<file path="config.mk">
export PLATFORM = sky130hd
export DESIGN_NAME = mux_sweep_settle_cnt
export DESIGN_NICKNAME = d
export VERILOG_FILES = /design/src/rtl/mux_sweep_settle_cnt.sv
export SDC_FILE = /design/constraint.sdc
export NUM_CORES = 1
export LEC_CHECK = 0
export ABC_AREA = 1
export CAP_MARGIN = 40
export CORE_AREA = 8 8 45 47
export DETAILED_ROUTE_END_ITERATION = 16
export DIE_AREA = 0 0 53 55
export GPL_ROUTABILITY_DRIVEN = 0
export PLACE_DENSITY_LB_ADDON = 0.15
export REMOVE_ABC_BUFFERS = 1
export SLEW_MARGIN = 30
export SYNTH_ARGS = -nofsm -noshare
export SYNTH_HDL_FRONTEND = slang
export SYNTH_SLANG_ARGS = --single-unit
</file>
<file path="constraint.sdc">
create_clock -name clk -period 1.6 [get_ports clk]
set_input_delay 0.32 -clock clk [delete_from_list [all_inputs] [get_ports clk]]
set_output_delay 0.32 -clock clk [all_outputs]
set_load 0.01 [all_outputs]
</file>
<file path="src/rtl/mux_sweep_settle_cnt.sv">
// Settle-time counter for the mux sweep checker.
// expire marks the last settle cycle of a vector.
module mux_sweep_settle_cnt #(
  parameter int SETTLE_CYC = 2
) (
  input  logic clk,
  input  logic rst_n,
  input  logic clr,
  input  logic en,
  output logic expire
);

  logic [3:0] cnt;

  always_ff @(posedge clk) begin
    if (!rst_n) begin
      cnt <= '0;
    end else if (clr) begin
      cnt <= '0;
    end else if (en) begin
      cnt <= cnt + 4'd1;
    end
  end

  assign expire = en && (cnt == 4'(SETTLE_CYC - 1));

endmodule

</file>
Word level (Yosys, flattened, before mapping)
Cells that the tools add are included. W data, S select, Z words.

Register bits after elaboration: 4. Logic and storage cells: 6. Input port bits: 4. Output and inout port bits: 1.

Reduce and logical (&&, ||, !) cells: 2. Bitwise gates (word level): 1. Add/sub/neg operators: 1. Equal/unequal tests: 1.

Operators with widths (count): $add A4 B1 Y4 const B (1); $eq A4 B1 Y1 const B (1); $reduce_or A2 Y1 (1); $logic_and A1 B1 Y1 (1); $not A1 Y1 (1).

Depth between registers and ports, before layout
Gate-level depths: netlist of run 1.

Depth in word-level cells: 2. Depth in mapped cells: 5.

Worst setup path before layout of run 1
No wires, ideal clock.

Path kind: register to output. Start point: reg cnt[0]. End point: out expire. Path buffers: 0. Arrival: 0.833 ns. Setup slack: 0.447 ns. Stages on the path, launching flop included: 4. Cell sequence: dfxtp_1 > ha_1 > nand2_1 > nor3_1.

Word-level cells in the longest chain between the ends: 2.

RTL lines: from (decl) (line 13) `logic [3:0] cnt;`; from (signal assigned) (line 21) `cnt <= cnt + 4'd1;`; $eq A4 B1 Y1 (line 25) `assign expire = en && (cnt == 4'(SETTLE_CYC - 1));`; $logic_and A1 B1 Y1 (line 25); to (decl) (line 10) `output logic expire`.

No other way between the ends.

Worst setup path after layout of run 1
Start point: in en. End point: out expire.

Word-level cells in the longest chain between the ends: 1.

RTL lines: from (decl) (line 9) `input logic en,`; $logic_and A1 B1 Y1 (line 25).

No other way between the ends.

==> out/qor.yml, run 1 <==
setup_path:
  critPathKind: "in2out"
  worstSetupEndpointType: "output port"
  path_buf_inv: 2
  cpPeakStageDelay_ps: 480
  critPathTopFamily: "buffers and inverters"
  cp_data_arrival_time_ps: 1160
  crit_fanout: 2
  startpoint_type: "input port"
  worst_ep_required_time_ps: 1280
  slowest_stage: "clkdlybuf4s50_1"
  cp_cell_sequence: "clkdlybuf4s50_1 -> nand2_1 -> nor3_1 -> clkbuf_2"
finish:
  seq_area_sq_um: 80.08
  antennaDiodeCount: 0
  final_cell_mix: "5 x nand2_1, 4 x nor2_1, 4 x dfxtp_1"
  multi_input_area_sq_um: 106.4
  area_growth_pct: 51.61
  drive_above_1_share_pct: 25.00
  layout_commonest_cell: "nand2_1"
  top_regs: "cnt: 4 flops"
  largest_reg_flops: 4
  nets: 44
  fillers: 161
  regMostFlops: "cnt"
grt:
  grt_use_total_pct: 4.201
  grt_pass1_vias: 207
  antenna_found_initial: 0
  grt_pass1_wl_um: 786
  grt_overflow: 0
  grt_start_max_net_pins: 8
clock_network:
  ctsLongestPathBuffers: 2
  cts_sinks: 4
  htree_levels: 1
  cts-root-buf: "clkbuf_4"
  cts_tree: "done"
  cts_setup_buffers: 0
  clkTransAtPathRegs_ps: 40
  cts_made_buffers: 3
  clkLatencyLatePin_ps: 230
timing:
  slew_headroom_pct: 83.90
  hold_violations: 0
  setup_violations: 0
  finalCritPeriodShare_pct: 92.34
  final-max-slew-violation-count: 0
  max_freq_ghz: 0.6768
  worst_pin_slew_ps: 240.6
  final.setup.tns_ps: 0
  rsz0062_at_grt: "false"
  final.min_clock_period_ps: 1477
  skew_ps: 2.082
routing:
  first_pass_iters: 3
  wl_um: 407
  wire_per_inst_um: 7.827
  vias: 195
  drc: 0
  viasPerCell: 3.750
  drt_iter0_drc: 2
  final_antenna_net_count: 0
power_and_ir_drop:
  ir_drop_mv: 0.3093
  p_leak_nw: 0.1217
  clkPwrFrac_pct: 48.4
  seqPwrFrac_pct: 41.1
  switchingPower_mw: 0.05115
  power.total_mw: 0.2525
  switching_share_pct: 20.26
  p_per_area_mw_per_mm2: 858.6
  power_frac_comb_pct: 10.5
  intPower_mw: 0.2013
floorplan:
  fp.dieW_um: 53
  core_sq_mm: 0.001384
  ioPinCount: 5
  die_h_um: 55
  placementRows: 14
  fp.dieArea_sq_mm: 0.002915
  initial_core_util_pct: 14.01
synthesis:
  yosys.area.top_type: "dfxtp_1"
  syn_avg_cell_area_sq_um: 7.459
  yosys_warnings: 0
  synthCells: 26
  syn_area_sq_um: 193.9
  yosysTopAreaCellShare_pct: 41.29
  ys_seq_area_share_pct: 41.29
  ys_ff_latch: 4
  ys_types: 11
  yosys-top-cells-area: "dfxtp_1 41%, ha_1 13%, nand2_1 9.7%"
flow_run:
  maxCapViolCount: 0
status:
  status: "finished clean"
worst_hold_path:
  min_path_type: "reg2reg"
place:
  io_buffer_count: 4
  dp_hpwl_um: 328.4
kinds of logic after synthesis:
family	synth area share [%]
adders and majority gates	12.90
and+or+nand+nor	29.03
buffers and inverters	3.872
AOI/OAI and AO/OA	12.90
DFF	41.29
final cells by class:
type                    instances  share of cell area, %
flip-flops and latches          4                  27.23
inverters                       2                  2.553
clock buffers                   3                  7.660
multi-input cells              20                  36.17
repair buffers                  7                  19.57
well taps                      16                  6.809
power by group through the flow:
stage	Clock [mW]	Sequential, mW	Combinational (mW)
floorplan	0	0.106	0.00833
global placement	0	0.105	0.0276
detailed placement	0	0.105	0.0275
CTS	0.130	0.104	0.0273
global route	0.139	0.104	0.0306
finish	0.122	0.104	0.0265
synth_stat cells (all sizes together):
| cell type | number |
|---|---|
| o21ai | 2 |
| nand3 | 1 |
| nand2 | 6 |
| a21oi | 3 |
| inv | 2 |
| nor3 | 1 |
| ha | 2 |
| dfxtp | 4 |
| nor2 | 5 |
per-stage QoR:
| step | std cells | setup WS, ps | hold slack, ps | instance area, sq um | utilization (%) |
|---|---|---|---|---|---|
| after global routing | 52 | 2.834 | 542.4 | 294.0 | 21.25 |
| after global placement | 49 | -256.6 | 500.7 | 276.5 | 19.98 |
| after CTS | 52 | 12.99 | 510.5 | 299.0 | 21.61 |
| final | 52 | 122.6 | 504.1 | 294.0 | 21.25 |
| after detailed placement | 49 | -282.2 | 505.6 | 276.5 | 19.98 |
| after floorplan | 26 | 446.8 | 409.4 | 193.9 | - |
what timing repair did:
action / CTS / global route
resized for setup: 2 / 1
pin swaps: 0 / 0
endpoints found under the hold margin: 0 / 0
setup endpoints to repair: 1 / 1
hold buffers: 0 / 0
worst reg2reg max path: cells and delay by family, from the launching register on:
family | cells | cell delay [ps]
buffers and inverters | 1 | 140
AO/OA/AOI/OAI | 1 | 140
flip-flops | 1 | 300
adder cells (fa/ha/maj) | 1 | 210
AND/OR/NAND/NOR | 1 | 50
metal layers:
layer | track usage [%] | vias up | part of all wire (%)
met5 | 0 | - | 0
met2 | 4.883 | 5 | 39
met4 | 7.759 | 0 | 2.5
met1 | 3.480 | 84 | 45
met3 | 2.941 | 2 | 13
li1 | - | 104 | -
worst paths after layout:
path                                     startpoint                   to  slack, ps  depth (start not counted)
worst min-delay path            cnt[3]$_SDFFE_PP0P_  cnt[3]$_SDFFE_PP0P_        500                          2
worst max register to register  cnt[0]$_SDFFE_PP0P_  cnt[2]$_SDFFE_PP0P_        640                          4
worst max-delay path                             en               expire        120                          4
worst min register to register  cnt[3]$_SDFFE_PP0P_  cnt[3]$_SDFFE_PP0P_        500                          2
No activity file was read; power rests on OpenSTA's default activity.
==> inputs of run 2 (changes only) <==
CTS_BUF_LIST = sky130_fd_sc_hd__clkbuf_8   (was default)
DONT_BUFFER_PORTS = 1   (was default)
PLACE_DENSITY = 0.38   (was default)
PLACE_DENSITY_LB_ADDON = default   (was 0.15)
==> out/qor.yml, run 2 (same netlist as run 1, synthesis figures left out) <==
place:
  dpl.cell_count: 42
  io_buffer_count: 0
clock_network:
  post_cts_resize_count: 0
  htree_levels: 1
  cts_tree: "done"
  clkLatencyLatePin_ps: 220
  cts_made_buffers: 3
  cts_sinks: 4
  holdBufCountCts: 0
  clkTransAtPathRegs_ps: 30
  ctsLongestPathBuffers: 2
  cts_setup_buffers: 0
  cts-root-buf: "clkbuf_8"
timing:
  finalCritPeriodShare_pct: 92.82
  rsz0062_at_grt: "false"
  final-max-slew-violation-count: 0
  setup_violations: 0
  worst_pin_slew_ps: 422.8
  final.min_clock_period_ps: 1485
  final.setup.tns_ps: 0
  holdWs_ps: 192.5
  max_freq_ghz: 0.6733
  hold_violations: 0
  skew_ps: 6.392
  slew_headroom_pct: 71.60
floorplan:
  fp.dieW_um: 53
  placementRows: 14
  die_h_um: 55
  fp.dieArea_sq_mm: 0.002915
  core_sq_mm: 0.001384
  initial_core_util_pct: 14.01
  ioPinCount: 5
routing:
  vias: 174
  final_antenna_net_count: 0
  first_pass_iters: 3
  wire_per_inst_um: 9.133
  drt_iter0_drc: 2
  drc: 0
  wl_um: 411
  viasPerCell: 3.867
finish:
  antennaDiodeCount: 0
  multi_input_area_sq_um: 106.4
  final_cell_mix: "5 x nand2_1, 4 x nor2_1, 4 x dfxtp_1"
  fillers: 156
  largest_reg_flops: 4
  area_growth_pct: 31.61
  nets: 37
  final_cells: 45
  top_regs: "cnt: 4 flops"
  regMostFlops: "cnt"
  layout_commonest_cell: "nand2_1"
  fin_util_pct: 18.44
  seq_area_sq_um: 80.08
  drive_above_1_share_pct: 17.24
power_and_ir_drop:
  intPower_mw: 0.2675
  p_leak_nw: 0.09770
  seqPwrFrac_pct: 31.9
  switchingPower_mw: 0.06353
  ir_drop_mv: 0.3089
  clkPwrFrac_pct: 65.2
  power_frac_comb_pct: 2.9
  p_per_area_mw_per_mm2: 1297
  switching_share_pct: 19.19
grt:
  antenna_found_initial: 0
  grt_pass1_wl_um: 593
  grt_start_max_net_pins: 9
  grt_use_total_pct: 3.605
  grt_overflow: 0
  grt_pass1_vias: 136
setup_path:
  critPathKind: "reg2out"
  worstSetupEndpointType: "output port"
  cp_data_arrival_time_ps: 1170
  worst_ep_required_time_ps: 1280
  startpoint: "cnt[0]$_SDFFE_PP0P_"
  r2r_start: "cnt[1]$_SDFFE_PP0P_"
  crit_fanout: 5
  startpoint_type: "flip-flop"
status:
  status: "finished clean"
worst_hold_path:
  min-delay-start: "en"
  min_path_type: "in2reg"
flow_run:
  maxCapViolCount: 0
## run 2: cell count changes in the layout (fill, tap and decap cells not counted)
cell / previous run / this run
clkbuf_8: 0 / 3
buf_4: 3 / 0
clkdlybuf4s50_1: 3 / 0
clkbuf_4: 3 / 0
clkbuf_2: 1 / 0
## run 2: layout make-up
type                       count  area share, %
inverter                       2          2.941
clock buffer                   3          16.18
multi-input combinational     20          41.67
sequential                     4          31.37
tap                           16          7.843
## run 2: worst paths after layout
path | slack, ps | cells past startpoint | end
max | 110 | 3 | expire
min | 190 | 1 | cnt[0]$_SDFFE_PP0P_
max reg2reg | 720 | 3 | cnt[1]$_SDFFE_PP0P_
min reg2reg | 520 | 2 | cnt[3]$_SDFFE_PP0P_
## run 2: metrics by stage
step / power, mW / cell area [sq um] / worst slack [ps]
CTS: 0.3360 / 255.2 / 116.1
detailed placement: 0.1166 / 214.0 / 345.7
global route: 0.3465 / 255.2 / 12.42
global placement: 0.1165 / 214.0 / 360.9
finish: 0.3310 / 255.2 / 114.9
floorplan: 0.1146 / 193.9 / 446.8
## run 2: layer usage
layer / global-route usage (%) / vias to the layer above / part of all wire (%)
li1: - / 92 / -
met1: 3.035 / 69 / 45
met2: 2.734 / 8 / 28
met3: 6.150 / 5 / 20
met4: 3.879 / 0 / 6.3
met5: 0 / - / 0
## run 2: power by group through the flow
stage	Clock, mW	Combinational [mW]	Sequential [mW]
5_1_grt	0.229	0.0112	0.106
3_3_place_gp	0	0.00970	0.107
2_1_floorplan	0	0.00833	0.106
6_report	0.216	0.00968	0.106
4_1_cts	0.221	0.00977	0.105
3_5_place_dp	0	0.00978	0.107
## run 2: critical path, stage by stage (launching register included)
cell and delay (ps):
dfxtp_1 400, ha_1 170, nand2_1 50, nor3_1 330
==> inputs of run 3 (changes only) <==
PLACE_DENSITY = 0.39   (was 0.38)
clock period = 1.25 ns   (was 1.6 ns; I/O delays follow)
==> out/qor.yml, run 3 (same netlist as run 1, synthesis figures left out) <==
finish:
  top_regs: "cnt: 4 flops"
  final_cell_mix: "4 x nor2_1, 4 x nand2_1, 3 x a21oi_1, 3 x clkbuf_8, 3 x buf_4"
  regMostFlops: "cnt"
  final_cells: 48
  antennaDiodeCount: 0
  fin_area_sq_um: 300.3
  nets: 40
  largest_reg_flops: 4
  area_growth_pct: 54.84
  drive_above_1_share_pct: 43.75
routing:
  first_pass_iters: 2
  drc: 0
  viasPerCell: 3.604
  vias: 173
  final_antenna_net_count: 0
  wl_um: 430
  wire_per_inst_um: 8.958
  drt_iter0_drc: 3
timing:
  rsz0062_at_grt: "true"
  max_freq_ghz: 0.8140
  worst_pin_slew_ps: 267.4
  setup_violations: 0
  finalCritPeriodShare_pct: 98.27
  final.min_clock_period_ps: 1228
  hold_violations: 0
  final-max-slew-violation-count: 0
  skew_ps: 2.186
  fin_ws_ps: 21.57
  final.setup.tns_ps: 0
  slew_headroom_pct: 82.11
clock_network:
  ctsLongestPathBuffers: 2
  cts_tree: "done"
  cts_sinks: 4
  clkLatencyLatePin_ps: 210
  cts-root-buf: "clkbuf_8"
  htree_levels: 1
  holdBufCountCts: 0
  clkTransAtPathRegs_ps: 30
  cts_made_buffers: 3
power_and_ir_drop:
  power.total_mw: 0.4251
  ir_drop_mv: 0.8312
  p_leak_nw: 0.1207
  p_per_area_mw_per_mm2: 1416
grt:
  grt_pass1_vias: 161
  antenna_found_initial: 0
  grt_use_total_pct: 3.332
  grt_pass1_wl_um: 648
  grt_overflow: 0
  grt_start_max_net_pins: 9
setup_path:
  worst_ep_required_time_ps: 1000
  startpoint_type: "flip-flop"
  startpoint: "cnt[1]$_SDFFE_PP0P_"
  crit_fanout: 2
  critPathKind: "reg2out"
  r2r_slack_ps: 270
  worstSetupEndpointType: "output port"
  cp_data_arrival_time_ps: 980
  r2r_start: "cnt[0]$_SDFFE_PP0P_"
place:
  dp_hpwl_um: 295.9
  pre_cts_slack_ps: 156.1
  placed_area_sq_um: 229.0
  io_buffer_count: 0
  dpl.cell_count: 44
floorplan:
  placementRows: 14
  die_h_um: 55
  ioPinCount: 5
  fp.dieArea_sq_mm: 0.002915
  fp.dieW_um: 53
  initial_core_util_pct: 14.01
  core_sq_mm: 0.001384
flow_run:
  maxCapViolCount: 0
status:
  status: "finished clean"
worst_hold_path:
  min_path_type: "in2reg"
  min-delay-start: "en"
==> run 3: per-stage QoR <==
| stage | utilization [%] | hold WS [ps] |
|---|---|---|
| finish | 21.70 | 120.6 |
| global route | 21.70 | 117.6 |
| CTS | 21.70 | 116.5 |
| detailed placement | 16.55 | 347.6 |
| global placement | 16.55 | 343.3 |
| floorplan | - | 339.4 |
==> run 3: report_power, final <==
group | internal [mW] | total (mW) | leakage (nW) | switching [mW]
clock | 0.205 | 0.266 | 0.0216 | 0.0616
sequential | 0.132 | 0.135 | 0.0333 | 0.00253
combinational | 0.0120 | 0.0240 | 0.0658 | 0.0119
total | 0.349 | 0.425 | 0.121 | 0.0760
==> run 3: critical path: stages (launching register included) <==
cell and delay (ps):
dfxtp_2 310, inv_2 60, ha_4 120, nand2_2 50, nor3_2 100, buf_4 140
==> run 3: what timing repair did <==
| action | in CTS | in global routing |
|---|---|---|
| setup buffers | 1 | 0 |
| setup endpoints to repair | 1 | 1 |
| pin swaps | 2 | 1 |
| resized for setup | 7 | 0 |
==> run 3: final cells by class <==
type | count | area [sq um]
repair buffers | 3 | 22.52
well taps | 16 | 20.02
flip-flops and latches | 4 | 82.58
multi-input cells | 20 | 126.4
inverters | 2 | 7.507
fillers | 148 | 1084
clock buffers | 3 | 41.29
==> run 3: final timing paths <==
kind / endpoint / depth (start not counted)
hold / removal: cnt[0]$_SDFFE_PP0P_ / 1
setup reg to reg: cnt[2]$_SDFFE_PP0P_ / 4
hold reg to reg: cnt[3]$_SDFFE_PP0P_ / 2
setup / recovery: expire / 5
==> run 3: metal layers <==
layer	GRT usage [%]	wire length [um]	share of wire, %	up-vias
met2	3.320	148	34	8
met4	1.293	0	0	0
li1	-	-	-	96
met1	3.794	202	47	69
met3	4.278	79	18	0
met5	0	0	0	-
